File: src/rtl/mult_div_unit_pkg.sv
// Shared definitions for the iterative multiply/divide unit: op codes,
// FSM states and sizing constants.
package mdu_pkg;

    localparam int unsigned MDU_DATA_W = 32;
    localparam int unsigned ITERS      = MDU_DATA_W;
    localparam int unsigned CNT_W      = 6;

    localparam logic [1:0] OP_MULTU = 2'b00;
    localparam logic [1:0] OP_MULT  = 2'b01;
    localparam logic [1:0] OP_DIVU  = 2'b10;
    localparam logic [1:0] OP_DIV   = 2'b11;

    typedef enum logic [1:0] {
        IDLE,
        CALC,
        FINISH
    } state_e;

endpackage

File: src/rtl/mult_div_unit_if.sv
// Request/result bundle between the execute stage and the multiply/divide unit.
interface mult_div_unit_if #(
    parameter int unsigned DATA_W = 32
);
    logic              start;
    logic [1:0]        op;
    logic [DATA_W-1:0] rs_data;
    logic [DATA_W-1:0] rt_data;
    logic              hi_we;
    logic              lo_we;
    logic [DATA_W-1:0] wdata;
    logic              busy;
    logic              done;
    logic              div_by_zero;
    logic [DATA_W-1:0] hi;
    logic [DATA_W-1:0] lo;

    modport master (
        output start, op, rs_data, rt_data, hi_we, lo_we, wdata,
        input  busy, done, div_by_zero, hi, lo
    );

    modport slave (
        input  start, op, rs_data, rt_data, hi_we, lo_we, wdata,
        output busy, done, div_by_zero, hi, lo
    );
endinterface

File: src/rtl/mult_div_unit.sv
// Iterative MULT/MULTU/DIV/DIVU unit, one bit per cycle, writing HI/LO.
// Signed ops run on magnitudes; signs are reapplied in FINISH.
module mult_div_unit
    import mdu_pkg::*;
#(
    parameter int unsigned DATA_W = MDU_DATA_W
) (
    input  logic           clk,
    input  logic           reset,
    mult_div_unit_if.slave bus
);

    localparam int unsigned W2 = 2 * DATA_W;

    state_e            state_q, state_d;
    logic [CNT_W-1:0]  cnt_q, cnt_d;
    logic              div_q, div_d;
    logic [DATA_W-1:0] opb_q, opb_d;
    logic [DATA_W-1:0] rs_q, rs_d;
    logic [W2-1:0]     acc_q, acc_d;
    logic              neg_q, neg_d;
    logic              rneg_q, rneg_d;
    logic              done_q, done_d;
    logic              dbz_q, dbz_d;
    logic [DATA_W-1:0] hi_q, hi_d;
    logic [DATA_W-1:0] lo_q, lo_d;

    logic              sgn_a, sgn_b;
    logic [DATA_W:0]   add_sum;
    logic [DATA_W:0]   sub_diff;
    logic [W2-1:0]     prod_neg;

    function automatic logic [DATA_W-1:0] neg_if(input logic [DATA_W-1:0] v, input logic n);
        return n ? ('0 - v) : v;
    endfunction

    assign sgn_a    = bus.op[0] & bus.rs_data[DATA_W-1];
    assign sgn_b    = bus.op[0] & bus.rt_data[DATA_W-1];
    assign add_sum  = {1'b0, acc_q[W2-1:DATA_W]} + {1'b0, opb_q};
    // Remainder shifted left by one, compared against the divisor at DATA_W+1 bits
    assign sub_diff = acc_q[W2-1:DATA_W-1] - {1'b0, opb_q};
    assign prod_neg = '0 - acc_q;

    always_ff @(posedge clk) begin
        if (!reset) begin
            state_q <= IDLE;
            cnt_q   <= '0;
            div_q   <= 1'b0;
            opb_q   <= '0;
            rs_q    <= '0;
            acc_q   <= '0;
            neg_q   <= 1'b0;
            rneg_q  <= 1'b0;
            done_q  <= 1'b0;
            dbz_q   <= 1'b0;
            hi_q    <= '0;
            lo_q    <= '0;
        end else begin
            state_q <= state_d;
            cnt_q   <= cnt_d;
            div_q   <= div_d;
            opb_q   <= opb_d;
            rs_q    <= rs_d;
            acc_q   <= acc_d;
            neg_q   <= neg_d;
            rneg_q  <= rneg_d;
            done_q  <= done_d;
            dbz_q   <= dbz_d;
            hi_q    <= hi_d;
            lo_q    <= lo_d;
        end
    end

    always_comb begin
        state_d = state_q;
        cnt_d   = cnt_q;
        div_d   = div_q;
        opb_d   = opb_q;
        rs_d    = rs_q;
        acc_d   = acc_q;
        neg_d   = neg_q;
        rneg_d  = rneg_q;
        hi_d    = hi_q;
        lo_d    = lo_q;
        done_d  = 1'b0;
        dbz_d   = 1'b0;

        case (state_q)
            IDLE: begin
                if (bus.hi_we) hi_d = bus.wdata;
                if (bus.lo_we) lo_d = bus.wdata;
                if (bus.start) begin
                    div_d   = bus.op[1];
                    rs_d    = bus.rs_data;
                    opb_d   = neg_if(bus.rt_data, sgn_b);
                    acc_d   = {{DATA_W{1'b0}}, neg_if(bus.rs_data, sgn_a)};
                    neg_d   = sgn_a ^ sgn_b;
                    rneg_d  = sgn_a;
                    cnt_d   = '0;
                    state_d = CALC;
                end
            end
            CALC: begin
                if (div_q) begin
                    if (!sub_diff[DATA_W]) acc_d = {sub_diff[DATA_W-1:0], acc_q[DATA_W-2:0], 1'b1};
                    else                   acc_d = {acc_q[W2-2:0], 1'b0};
                end else begin
                    if (acc_q[0]) acc_d = {add_sum, acc_q[DATA_W-1:1]};
                    else          acc_d = {1'b0, acc_q[W2-1:1]};
                end
                cnt_d = cnt_q + CNT_W'(1);
                if (cnt_q == CNT_W'(DATA_W - 1)) state_d = FINISH;
            end
            FINISH: begin
                if (!div_q) begin
                    {hi_d, lo_d} = neg_q ? prod_neg : acc_q;
                end else if (opb_q == '0) begin
                    hi_d  = rs_q;
                    lo_d  = '1;
                    dbz_d = 1'b1;
                end else begin
                    lo_d = neg_if(acc_q[DATA_W-1:0], neg_q);
                    hi_d = neg_if(acc_q[W2-1:DATA_W], rneg_q);
                end
                done_d  = 1'b1;
                state_d = IDLE;
            end
            default: state_d = IDLE;
        endcase
    end

    assign bus.busy        = (state_q != IDLE);
    assign bus.done        = done_q;
    assign bus.div_by_zero = dbz_q;
    assign bus.hi          = hi_q;
    assign bus.lo          = lo_q;

endmodule

File: src/flat_wrapper.sv
// flat-port wrapper written by rule: the top's interface ports become plain ports
module mult_div_unit_flat import mdu_pkg::*;
#(
    parameter int unsigned DATA_W = MDU_DATA_W
)
  (clk, reset, bus_start, bus_op, bus_rs_data, bus_rt_data, bus_hi_we, bus_lo_we, bus_wdata, bus_busy, bus_done, bus_div_by_zero, bus_hi, bus_lo);
  mult_div_unit_if #(.DATA_W(DATA_W)) bus_i ();
  input  logic clk;
  input  logic reset;
  input wire logic [$bits(bus_i.start)-1:0] bus_start;
  input wire logic [$bits(bus_i.op)-1:0] bus_op;
  input wire logic [$bits(bus_i.rs_data)-1:0] bus_rs_data;
  input wire logic [$bits(bus_i.rt_data)-1:0] bus_rt_data;
  input wire logic [$bits(bus_i.hi_we)-1:0] bus_hi_we;
  input wire logic [$bits(bus_i.lo_we)-1:0] bus_lo_we;
  input wire logic [$bits(bus_i.wdata)-1:0] bus_wdata;
  output wire logic [$bits(bus_i.busy)-1:0] bus_busy;
  output wire logic [$bits(bus_i.done)-1:0] bus_done;
  output wire logic [$bits(bus_i.div_by_zero)-1:0] bus_div_by_zero;
  output wire logic [$bits(bus_i.hi)-1:0] bus_hi;
  output wire logic [$bits(bus_i.lo)-1:0] bus_lo;
  assign bus_i.start = bus_start;
  assign bus_i.op = bus_op;
  assign bus_i.rs_data = bus_rs_data;
  assign bus_i.rt_data = bus_rt_data;
  assign bus_i.hi_we = bus_hi_we;
  assign bus_i.lo_we = bus_lo_we;
  assign bus_i.wdata = bus_wdata;
  assign bus_busy = bus_i.busy;
  assign bus_done = bus_i.done;
  assign bus_div_by_zero = bus_i.div_by_zero;
  assign bus_hi = bus_i.hi;
  assign bus_lo = bus_i.lo;
  mult_div_unit #(.DATA_W(DATA_W)) u_core (.clk(clk), .reset(reset), .bus(bus_i));
endmodule
File: config.mk
export PLATFORM = sky130hd
export DESIGN_NAME = mult_div_unit_flat
export DESIGN_NICKNAME = d
export VERILOG_FILES = /design/src/rtl/mult_div_unit_pkg.sv /design/src/rtl/mult_div_unit_if.sv /design/src/rtl/mult_div_unit.sv /design/src/flat_wrapper.sv
export SDC_FILE = /design/constraint.sdc
export NUM_CORES = 1
export LEC_CHECK = 0
export ABC_AREA = 1
export CAP_MARGIN = 20
export CORE_AREA = 10 10 206 208
export CTS_BUF_LIST = sky130_fd_sc_hd__clkbuf_4 sky130_fd_sc_hd__clkbuf_8
export CTS_CLUSTER_DIAMETER = 60
export DETAILED_ROUTE_END_ITERATION = 16
export DIE_AREA = 0 0 216 218
export HOLD_SLACK_MARGIN = 0.02
export PLACE_DENSITY = 0.79
export REMOVE_ABC_BUFFERS = 1
export SLEW_MARGIN = 40
export SYNTH_ARGS = -nofsm -noshare
export SYNTH_HDL_FRONTEND = slang
export SYNTH_SLANG_ARGS = --single-unit
File: constraint.sdc
create_clock -name clk -period 3.3 [get_ports clk]
set_input_delay 0.66 -clock clk [delete_from_list [all_inputs] [get_ports clk]]
set_output_delay 0.66 -clock clk [all_outputs]
set_load 0.01 [all_outputs]
==> impl_metrics.env <==
export IMPL_leakage_power_nw=10.8
export IMPL_synth_enable_flop_cells=0
export IMPL_start_kind="register"
export IMPL_routability_cong=1.05
export IMPL_ctsRootBufferMaster="clkbuf_8"
export IMPL_pwr_density_cell_nw_per_um2=418
export IMPL_fin_skew_ps=46.5
export IMPL_reg2regPathDepth=14
export IMPL_finish_utilization_pct=58.7
export IMPL_crit_fanout=8
export IMPL_min_period_ps=2910
export IMPL_post_cts_gate_resize_count=0
export IMPL_timing_setup_critical_path_class="reg2reg"
export IMPL_reg2reg_from="u_core.acc_q[32]"
export IMPL_ys_seq_area_share_pct=21.3
export IMPL_synth_cell_area_um2=19200
export IMPL_tritoncts_sinks=205
export IMPL_port_buffers=169
export IMPL_synthesis_area_per_instance_um2=5.61
export IMPL_worst_pin_slew_ps=795
export IMPL_wirelength_um=73200
export IMPL_post_synth_main_area_contributors="dfxtp_1, nand2_1, a21oi_1"
export IMPL_r2r_end="u_core.acc_q[63]"
export IMPL_place_hpwl_um=55600
export IMPL_grt_pass1_vias=20400
export IMPL_cts_path_max_buffers=3
export IMPL_route_detailed_vias_per_inst=5.59
export IMPL_ys_dominant_reg_cell="dfxtp_1"
export IMPL_remaining_drc_errors=0
export IMPL_placementRows=72
export IMPL_drt_pre_antenna_iters=8
export IMPL_netlist_instances=3429
export IMPL_die_h_um=218
export IMPL_antenna_found_initial=1
export IMPL_tritoncts="done"
export IMPL_r2r_slack_ps=390
export IMPL_outcome="completed"
export IMPL_die_width_um=216
export IMPL_max_vdd_ir_drop_mv=0.262
export IMPL_largest_net_degree_at_the_start_of_global_routing=70
export IMPL_areaGrowthSynthToFinish_pct=16.9
export IMPL_clock_latency_ps=640
export IMPL_dr_total_vias=22900
export IMPL_dr_first_iter_drc_count=2943
export IMPL_min_delay_start="u_core.rs_q[14]"
export IMPL_endpoint_kind="register"
export IMPL_drv_max_cap_violation_count=0
export IMPL_yosys_cell_count_top_type="nand2_1"
export IMPL_track_usage_pct=29.7
export IMPL_holdPathStages=2
export IMPL_post_drt_wl_per_cell_um=17.8
export IMPL_maxSlewViolCount=0
export IMPL_inserted_clock_buffers=40
export IMPL_relSlewSlack_pct=47.0
export IMPL_min_delay_worst_endpoint="u_core.rs_q[14]"
export IMPL_finalHoldViolations=0
export IMPL_cp_required_ps=3840
export IMPL_synth_top_cell_by_area="dfxtp_1"
export IMPL_yosys_top_cells_count="nand2_1, inv_1, a21oi_1"
export IMPL_floorplan_initialDensity_pct=50.2
export IMPL_post_cts_buffers=0
export IMPL_ys_ff_latch=205
export IMPL_synthDistinctLibCells=50
export IMPL_setup_total_negative_slack_ps=0
export IMPL_final_period_utilization_pct=88.0
export IMPL_max_freq_ghz=0.344
export IMPL_finalSetupViolations=0
export IMPL_synth_top_cell_area_share_pct=21.3
export IMPL_warnings_from_yosys=0
export IMPL_holdCritPathClass="reg2reg"
export IMPL_synth_async_sr_flop_share_pct=0
export IMPL_fp_dieArea_um2=47100
export IMPL_post_cts_hold_buffer_count=0
export IMPL_clk_transition_reported_paths_ps=70
export IMPL_drtAntennaViolNets=0
export IMPL_ios=170
export IMPL_overflow=0
export IMPL_htree_levels=2
export IMPL_core_um2=38300
export IMPL_rsz0062_at_grt="no"
export IMPL_first_pass_grt_wire_length_um=113000
export IMPL_worstPathArrival_ps=3440
export IMPL_hold_ws_ps=455
export IMPL_layout_nets=3730
export IMPL_fraction_of_final_layout_cells_sized_beyond_drive_strength_1_pct=6.03
export IMPL_post_layout_total_power_mw=9.41
## kinds of logic after synthesis
kind of cell | after synthesis | synth area share (%)
AND/OR/NAND/NOR | 1690 | 36.8
AO/OA/AOI/OAI | 755 | 20.6
buffers and inverters | 620 | 12.5
flip-flops | 205 | 21.3
XOR/XNOR | 88 | 4.01
adder cells (fa/ha/maj) | 71 | 4.70
## power breakdown
part	total, mW	leakage [nW]	internal [mW]	switching, mW
combinational	3.52	8.59	1.20	2.32
clock	3.03	0.474	1.74	1.29
sequential	2.85	1.69	2.68	0.173
total	9.41	10.8	5.62	3.78
## layout by cell type (no fill, tap or decap), types with 6 or more instances in the layout
master	n
o21bai_1	8
o21ai_0	274
nand3_2	7
and2_1	9
dfxtp_1	203
a21oi_1	400
nand3_1	238
xor2_1	65
inv_1	454
nand3b_1	14
xnor2_1	23
nor2_4	7
ha_1	69
buf_4	70
nand4_1	38
a21oi_2	15
nor2_1	290
nor4_1	6
nand2_2	9
a31oi_1	16
o211ai_1	7
nor3_1	31
nor2_2	9
o21ai_1	8
clkbuf_4	9
clkbuf_8	48
clkdlybuf4s50_1	168
buf_12	6
nand2_1	1016
## state kept, by name, summed over array words and instances, names as in the netlist
signal                  cells
u_core.bus.hi              32
u_core.rs_q                32
u_core.div_q                1
u_core.bus.lo              32
u_core.opb_q               32
u_core.bus.done             1
u_core.acc_q               64
u_core.cnt_q                6
u_core.neg_q                1
u_core.bus.div_by_zero      1
u_core.rneg_q               1
u_core.state_q              2
## worst max-delay path: stages, from the launching register on
cell and delay, ps:
dfxtp_1 500, ha_1 300, inv_1 80, fa_1 420, o21ai_0 430, nand2_1 90, nand2_1 210, nand2_1 90
nand2_1 160, nand2_1 90, nand2_1 100, nand2_1 60, a21oi_1 130, nand2_1 80, a21oi_2 100
## metrics by stage
step / cells / worst slack, ps / instance area, um^2
6_report: 4103 / 395 / 22500
5_1_grt: 4103 / 244 / 22500
4_1_cts: 4102 / 475 / 22500
3_5_place_dp: 4032 / 240 / 21600
3_3_place_gp: 4032 / 271 / 21600
2_1_floorplan: 3270 / -2090 / 18500
## worst max path at each step
stage | startpoint | endpoint | slack [ps] | cells after the start
after floorplan | bus_start | u_core.acc_q[2] | -2090 | 6
after global placement | bus_rs_data[1] | u_core.acc_q[20] | 270 | 13
after detailed placement | bus_rs_data[1] | u_core.acc_q[26] | 240 | 12
after CTS | u_core.acc_q[32] | u_core.acc_q[63] | 480 | 14
after global routing | u_core.acc_q[32] | u_core.acc_q[63] | 240 | 14
final | u_core.acc_q[32] | u_core.acc_q[63] | 390 | 14
## per-layer routing
layer  part of all wire (%)  track usage, %  up-vias
met2                     42            44.8     1162
met1                     43            40.6    10300
met3                     11            7.06      167
met5                      0               0        -
met4                    3.2            10.4        0
li1                       -               -    11300
## final cells by class
class / instances / area [um^2]
well taps: 518 / 648
repair buffers: 244 / 2330
diodes: 1 / 2.50
inverters: 461 / 1730
fillers: 3941 / 15800
clock inverters: 13 / 185
flip-flops and latches: 205 / 4110
multi-input cells: 2604 / 12700
clock buffers: 57 / 728
Note: power is estimated with default switching activity, not from simulation.
